$ cat config.mk
export PLATFORM = sky130hd
export DESIGN_NAME = neuron_b_backprop
export DESIGN_NICKNAME = d
export VERILOG_FILES = /design/src/rtl/neuron_b_backprop_pkg.sv /design/src/rtl/neuron_b_backprop_mult_q.sv /design/src/rtl/neuron_b_backprop.sv
export SDC_FILE = /design/constraint.sdc
export NUM_CORES = 2
export LEC_CHECK = 0
export CAP_MARGIN = 5
export CORE_AREA = 3 3 518 520
export CTS_BUF_LIST = sky130_fd_sc_hd__clkbuf_8
export CTS_CLUSTER_SIZE = 10
export DETAILED_ROUTE_END_ITERATION = 8
export DIE_AREA = 0 0 521 523
export GPL_TIMING_DRIVEN = 0
export PLACE_DENSITY = 0.62
export SLEW_MARGIN = 40
export SYNTH_ARGS = -nofsm -noshare
export SYNTH_HDL_FRONTEND = slang
export SYNTH_SLANG_ARGS = --single-unit
export TNS_END_PERCENT = 100
$ cat constraint.sdc
create_clock -name clk -period 15.1 [get_ports clk]
set_clock_uncertainty 0.2 [all_clocks]
set_input_delay 3.02 -clock clk [delete_from_list [all_inputs] [get_ports clk]]
set_output_delay 3.02 -clock clk [all_outputs]
set_load 0.02 [all_outputs]
$ cat src/rtl/neuron_b_backprop_pkg.sv
// Shared constants and FSM encoding for the backward-pass neuron.
// Values are signed Q8.24 words.
package neuron_b_backprop_pkg;
  localparam int WIDTH = 32;
  localparam int FBITS = 24;
  localparam int N_IN  = 9;
  localparam int IDX_W = 4;

  localparam logic [WIDTH-1:0] ONE = 32'd1 << FBITS;

  typedef logic [WIDTH-1:0] word_t;

  typedef enum logic [2:0] {
    S_IDLE,
    S_SQ,
    S_DER,
    S_LRD,
    S_PROP,
    S_UPD,
    S_DONE
  } state_t;
endpackage

$ cat src/rtl/neuron_b_backprop_mult_q.sv
// Fixed-point signed multiply: full product, arithmetic shift by FBITS,
// keep the low WIDTH bits (floor rounding, two's-complement wrap).
module neuron_b_backprop_mult_q #(
  parameter int WIDTH = 32,
  parameter int FBITS = 24
) (
  input  logic [WIDTH-1:0] op_a,
  input  logic [WIDTH-1:0] op_b,
  output logic [WIDTH-1:0] prod
);
  logic signed [2*WIDTH-1:0] prod_full;
  logic                      unused_bits;

  assign prod_full   = $signed({{WIDTH{op_a[WIDTH-1]}}, op_a}) *
                       $signed({{WIDTH{op_b[WIDTH-1]}}, op_b});
  // Taking bits [FBITS +: WIDTH] equals (prod_full >>> FBITS) truncated.
  assign prod        = prod_full[FBITS +: WIDTH];
  assign unused_bits = ^{prod_full[FBITS-1:0], prod_full[2*WIDTH-1:FBITS+WIDTH]};
endmodule

$ cat src/rtl/neuron_b_backprop.sv
// Backward pass of a 9-input tanh neuron, time-multiplexed over one
// Q8.24 multiplier: delta, bias/weight updates and propagated errors.
module neuron_b_backprop
  import neuron_b_backprop_pkg::*;
(
  input  logic             clk,
  input  logic             rst,
  input  logic             en,
  input  logic             start,
  input  logic [WIDTH-1:0] err,
  input  logic [WIDTH-1:0] y,
  input  logic [WIDTH-1:0] lr,
  input  logic [WIDTH-1:0] b,
  input  logic [WIDTH-1:0] a_1, a_2, a_3, a_4, a_5, a_6, a_7, a_8, a_9,
  input  logic [WIDTH-1:0] w_1, w_2, w_3, w_4, w_5, w_6, w_7, w_8, w_9,
  output logic [WIDTH-1:0] w_new_1, w_new_2, w_new_3, w_new_4, w_new_5,
  output logic [WIDTH-1:0] w_new_6, w_new_7, w_new_8, w_new_9,
  output logic [WIDTH-1:0] b_new,
  output logic [WIDTH-1:0] e_1, e_2, e_3, e_4, e_5, e_6, e_7, e_8, e_9,
  output logic [WIDTH-1:0] delta,
  output logic             busy,
  output logic             done
);
  state_t           state_q, state_d;
  logic [IDX_W-1:0] idx_q, idx_d;
  word_t            err_q, err_d, y_q, y_d, lr_q, lr_d, b_q, b_d;
  word_t            t_q, t_d, ld_q, ld_d, delta_q, delta_d, b_new_q, b_new_d;
  word_t            e_q [N_IN];
  word_t            e_d [N_IN];
  word_t            w_new_q [N_IN];
  word_t            w_new_d [N_IN];
  word_t            a_arr [N_IN];
  word_t            w_arr [N_IN];
  word_t            op_a, op_b, prod;
  logic             accept;

  assign a_arr = '{a_1, a_2, a_3, a_4, a_5, a_6, a_7, a_8, a_9};
  assign w_arr = '{w_1, w_2, w_3, w_4, w_5, w_6, w_7, w_8, w_9};

  // A held start re-accepts on the edge that leaves DONE, so back-to-back
  // operations skip the IDLE cycle.
  assign accept = start && (state_q == S_IDLE || state_q == S_DONE);

  always_ff @(posedge clk or negedge rst) begin
    if (!rst)    state_q <= S_IDLE;
    else if (en) state_q <= state_d;
  end

  always_comb begin
    state_d = state_q;
    case (state_q)
      S_IDLE:  if (start) state_d = S_SQ;
      S_SQ:    state_d = S_DER;
      S_DER:   state_d = S_LRD;
      S_LRD:   state_d = S_PROP;
      S_PROP:  state_d = S_UPD;
      S_UPD:   state_d = (idx_q == IDX_W'(N_IN - 1)) ? S_DONE : S_PROP;
      S_DONE:  state_d = start ? S_SQ : S_IDLE;
      default: state_d = S_IDLE;
    endcase
  end

  always_comb begin
    busy = (state_q != S_IDLE);
    done = (state_q == S_DONE);
  end

  always_comb begin
    op_a = '0;
    op_b = '0;
    case (state_q)
      S_SQ:   begin op_a = y_q;     op_b = y_q;          end
      S_DER:  begin op_a = err_q;   op_b = ONE - t_q;    end
      S_LRD:  begin op_a = lr_q;    op_b = delta_q;      end
      S_PROP: begin op_a = delta_q; op_b = w_arr[idx_q]; end
      S_UPD:  begin op_a = ld_q;    op_b = a_arr[idx_q]; end
      default: ;
    endcase
  end

  neuron_b_backprop_mult_q #(.WIDTH(WIDTH), .FBITS(FBITS)) u_mult_q (
    .op_a (op_a),
    .op_b (op_b),
    .prod (prod)
  );

  always_comb begin
    idx_d   = idx_q;
    err_d   = err_q;
    y_d     = y_q;
    lr_d    = lr_q;
    b_d     = b_q;
    t_d     = t_q;
    ld_d    = ld_q;
    delta_d = delta_q;
    b_new_d = b_new_q;
    if (accept) begin
      err_d = err;
      y_d   = y;
      lr_d  = lr;
      b_d   = b;
    end
    case (state_q)
      S_SQ:  t_d = prod;
      S_DER: delta_d = prod;
      S_LRD: begin
        ld_d    = prod;
        b_new_d = b_q - prod;
        idx_d   = '0;
      end
      S_UPD: idx_d = idx_q + 1'b1;
      default: ;
    endcase
  end

  always_ff @(posedge clk or negedge rst) begin
    if (!rst) begin
      idx_q   <= '0;
      err_q   <= '0;
      y_q     <= '0;
      lr_q    <= '0;
      b_q     <= '0;
      t_q     <= '0;
      ld_q    <= '0;
      delta_q <= '0;
      b_new_q <= '0;
    end else if (en) begin
      idx_q   <= idx_d;
      err_q   <= err_d;
      y_q     <= y_d;
      lr_q    <= lr_d;
      b_q     <= b_d;
      t_q     <= t_d;
      ld_q    <= ld_d;
      delta_q <= delta_d;
      b_new_q <= b_new_d;
    end
  end

  // Per-input result lanes; the index counter picks which lane loads.
  generate
    for (genvar gi = 0; gi < N_IN; gi++) begin : g_lane
      always_comb begin
        e_d[gi]     = e_q[gi];
        w_new_d[gi] = w_new_q[gi];
        if (idx_q == IDX_W'(gi)) begin
          if (state_q == S_PROP) e_d[gi]     = prod;
          if (state_q == S_UPD)  w_new_d[gi] = w_arr[gi] - prod;
        end
      end

      always_ff @(posedge clk or negedge rst) begin
        if (!rst) begin
          e_q[gi]     <= '0;
          w_new_q[gi] <= '0;
        end else if (en) begin
          e_q[gi]     <= e_d[gi];
          w_new_q[gi] <= w_new_d[gi];
        end
      end
    end
  endgenerate

  assign delta   = delta_q;
  assign b_new   = b_new_q;
  assign e_1 = e_q[0]; assign e_2 = e_q[1]; assign e_3 = e_q[2];
  assign e_4 = e_q[3]; assign e_5 = e_q[4]; assign e_6 = e_q[5];
  assign e_7 = e_q[6]; assign e_8 = e_q[7]; assign e_9 = e_q[8];
  assign w_new_1 = w_new_q[0]; assign w_new_2 = w_new_q[1]; assign w_new_3 = w_new_q[2];
  assign w_new_4 = w_new_q[3]; assign w_new_5 = w_new_q[4]; assign w_new_6 = w_new_q[5];
  assign w_new_7 = w_new_q[6]; assign w_new_8 = w_new_q[7]; assign w_new_9 = w_new_q[8];
endmodule

==> flow_summary.json <==
{
  "firstDrtPassIters": 9,
  "floorplan.initialDensity_pct": 31.7,
  "yosysWarningCount": 0,
  "drive_above_1_share_pct": 20.6,
  "areaGrowthSynthToFinish_pct": 41.5,
  "fp.dieH_um": 523,
  "timing.final.crit_share_pct": 103,
  "holdPathStages": 2,
  "cap_violations": 0,
  "io_pins": 1350,
  "grt_pass1_vias": 84000,
  "min_to": "e_6[9]",
  "cts_tree": "yes",
  "core_um2": 265000,
  "rsz0062_at_grt": "true",
  "wl_per_cell_um": 41.4,
  "cts_sinks": 839,
  "ctsHtreeMaxLevel": 4,
  "synth_edf_count": 0,
  "via_per_inst": 5.75,
  "slowest_delay_ps": 670,
  "ys_seq_elements": 839,
  "fin_hold_ws_ps": 277,
  "dp.final_hpwl_um": 519000,
  "hold_violations": 0,
  "synthesis.nets": 11300,
  "setup_slack_ps": -511,
  "ys_async_sr_fraction_pct": 100,
  "grt_max_degree": 106,
  "synth_cell_types": 99,
  "finalMaxSlewViolations": 0,
  "worstMarginPinSlew_ps": 1000,
  "ant_nets": 0,
  "clkLatencyLatePin_ps": 1010,
  "syn-instance-count": 9227,
  "slew_headroom_pct": 33.3,
  "crit_fanout": 6,
  "period_needed_ps": 15610,
  "path_class": "in -> reg",
  "cts_root_buffer": "clkbuf_8",
  "cts_buffers": 172,
  "grt_pass1_wl_um": 806000,
  "clk_pin_slew_ps": 60,
  "outcome": "complete, but fails checks",
  "pre_cts_ws_ps": -6080,
  "synth_area_um2": 84000,
  "fillers": 26000,
  "min-delay-start": "e_6[9]",
  "fin_util_pct": 44.9,
  "vias": 87100,
  "portBuffers": 1337,
  "dieArea_um2": 272000,
  "clock_path_buffers": 4,
  "seq_area_frac_synth_pct": 25.0,
  "grt_use_total_pct": 44.7,
  "synthesis.area_per_instance_um2": 9.10,
  "dr.first_iter.drc_count": 11400,
  "startpoint_type": "primary input",
  "drc": 0,
  "end_kind": "register",
  "violations": "setup timing",
  "antenna_found_initial": 192,
  "worstHoldPathType": "reg -> reg",
  "synth_ff_type": "dfrtp_1",
  "startpoint": "w_9[30]",
  "critPathSlowestCell": "a222oi_1",
  "nNetsFinal": 13400,
  "crit_arrival_ps": 16290,
  "drt-total-wl_um": 626000,
  "gp_congestion": 1.07,
  "reg2regPathDepth": 59,
  "fmax_mhz": 64.1,
  "rr_endpoint": "w_new_9[30]",
  "reg2reg_from": "idx_q[2]",
  "fp.dieW_um": 521,
  "rows": 189,
  "crit_required_ps": 15780,
  "finalSetupViolCount": 50,
  "overflow": 0,
  "r2r_setup_slack_ps": -420
}
metal layers:
layer	part of all wire, %	track usage (%)	up-vias
met5	0.070	0	-
met1	36	53.6	44400
met2	41	63.2	6260
met4	10	37.4	66
li1	-	-	34900
met3	13	17.0	1586
synth_stat cells (17+ instances only):
cell / count / share of area [%]
xnor2_1: 277 / 2.9
a21oi_1: 281 / 1.7
o21a_1: 49 / 0.44
o21ai_1: 24 / 0.14
or3_1: 42 / 0.31
clkbuf_1: 470 / 2.1
a31oi_1: 25 / 0.19
maj3_2: 17 / 0.23
a22o_1: 19 / 0.20
buf_2: 25 / 0.15
nor3_1: 95 / 0.57
a22oi_1: 45 / 0.40
ha_1: 386 / 5.8
o211ai_1: 31 / 0.28
and2_1: 165 / 1.2
a211oi_1: 43 / 0.38
nand2b_1: 91 / 0.68
o31ai_1: 43 / 0.38
o22ai_1: 43 / 0.32
nand3_1: 95 / 0.57
mux2i_1: 115 / 1.4
a221oi_1: 67 / 0.70
o221ai_1: 26 / 0.27
maj3_1: 43 / 0.51
nor2b_1: 71 / 0.53
mux2_2: 171 / 2.3
nor4_1: 26 / 0.19
nor2_1: 412 / 1.8
or2_2: 20 / 0.15
and3_1: 29 / 0.22
mux4_2: 74 / 2.0
a221o_1: 29 / 0.35
o21ai_0: 817 / 4.9
a21o_1: 76 / 0.68
nand2_1: 1667 / 7.5
dfrtp_1: 839 / 25
fa_1: 992 / 24
buf_1: 38 / 0.17
a222oi_1: 18 / 0.21
xor2_1: 118 / 1.2
inv_1: 1051 / 4.7
nand4_1: 32 / 0.24
kinds of logic (layout without fill, tap and decap cells):
group / count (synthesis) / in the layout / synth area share, %
buffers and inverters: 1594 / 3794 / 7.19
muxes: 361 / 361 / 5.67
DFF: 839 / 839 / 25.0
and+or+nand+nor: 2798 / 2798 / 14.5
AOI/OAI and AO/OA: 1800 / 1800 / 13.3
other: 0 / 181 / 0
xor gates and xnor gates: 397 / 397 / 4.16
adders and majority gates: 1438 / 1438 / 30.1
worst max path at each step:
stage | end | cells past startpoint
after floorplan | w_new_9[30] | 50
after global placement | lr_q[13] | 1
after detailed placement | w_new_6[28] | 58
after CTS | w_new_5[30] | 54
after global routing | w_new_9[30] | 52
final | w_new_9[30] | 47
critical path, delay by kind of cell:
kind	cells	cell delay, ps
AOI/OAI and AO/OA	13	3330
xor gates and xnor gates	1	200
adders and majority gates	14	6130
buffers and inverters	10	1770
muxes	3	760
and+or+nand+nor	6	1020
cell type report:
cell class | count | area, µm² | area share (%)
Antenna cell | 181 | 453 | 0.381
Tap cell | 3533 | 4420 | 3.72
Sequential cell | 839 | 21000 | 17.7
Clock inverter | 89 | 811 | 0.682
Inverter | 1055 | 4000 | 3.36
Timing Repair Buffer | 1913 | 19200 | 16.1
Multi-Input combinational cell | 6794 | 62300 | 52.4
Buffer | 528 | 3850 | 3.24
Clock buffer | 209 | 2880 | 2.42
timing repair:
action	in CTS	in global routing
endpoints found under the setup margin	655	91
setup buffers	329	176
pin swaps	257	350
gates cloned	2	1
gates resized for setup	1133	863
hold buffers	0	0
through the flow:
step / std cells / cell area [µm²] / TNS [ps]
2_1_floorplan: 9227 / 84000 / 0
3_3_place_gp: 14100 / 102000 / -
3_5_place_dp: 14200 / 104000 / -1416880
4_1_cts: 14800 / 115000 / -1690
5_1_grt: 15100 / 119000 / -12180
6_report: 15100 / 119000 / -10960
placed cells by master, fill, tap and decap left out, types with 36 or more instances in the layout:
cell             Yosys  routed
a21oi_2              5      47
mux2_2             171     167
or3_1               42      36
ha_4                 0      57
o21a_1              49      49
nand2b_1            91      88
inv_1             1051    1057
xor2_1             118     103
dfrtp_1            839     839
buf_12               0      64
a21o_1              76      70
mux4_2              74      74
fa_1               992     939
clkbuf_2             0     219
and2_1             165     157
nand2_1           1667    1637
clkbuf_16            0      40
nand3_1             95      83
buf_4                5     436
clkbuf_1           470     165
mux2i_1            115      89
clkbuf_4             0      37
xnor2_1            277     248
dlymetal6s2s_1       0     144
dlygate4sd2_1        0      52
maj3_2              17      47
fa_2                 0      53
clkbuf_8             0     230
nor2b_1             71      63
clkdlybuf4s50_1      0    1040
diode_2              0     181
nor3_1              95      70
ha_1               386     314
buf_6                1      84
nor2_1             412     382
o21ai_1             24      42
a21oi_1            281     205
buf_2               25      63
o21ai_0            817     750
Power is not shown: default switching activity piles up to over one toggle a cycle in this logic, so the estimate is an artifact.
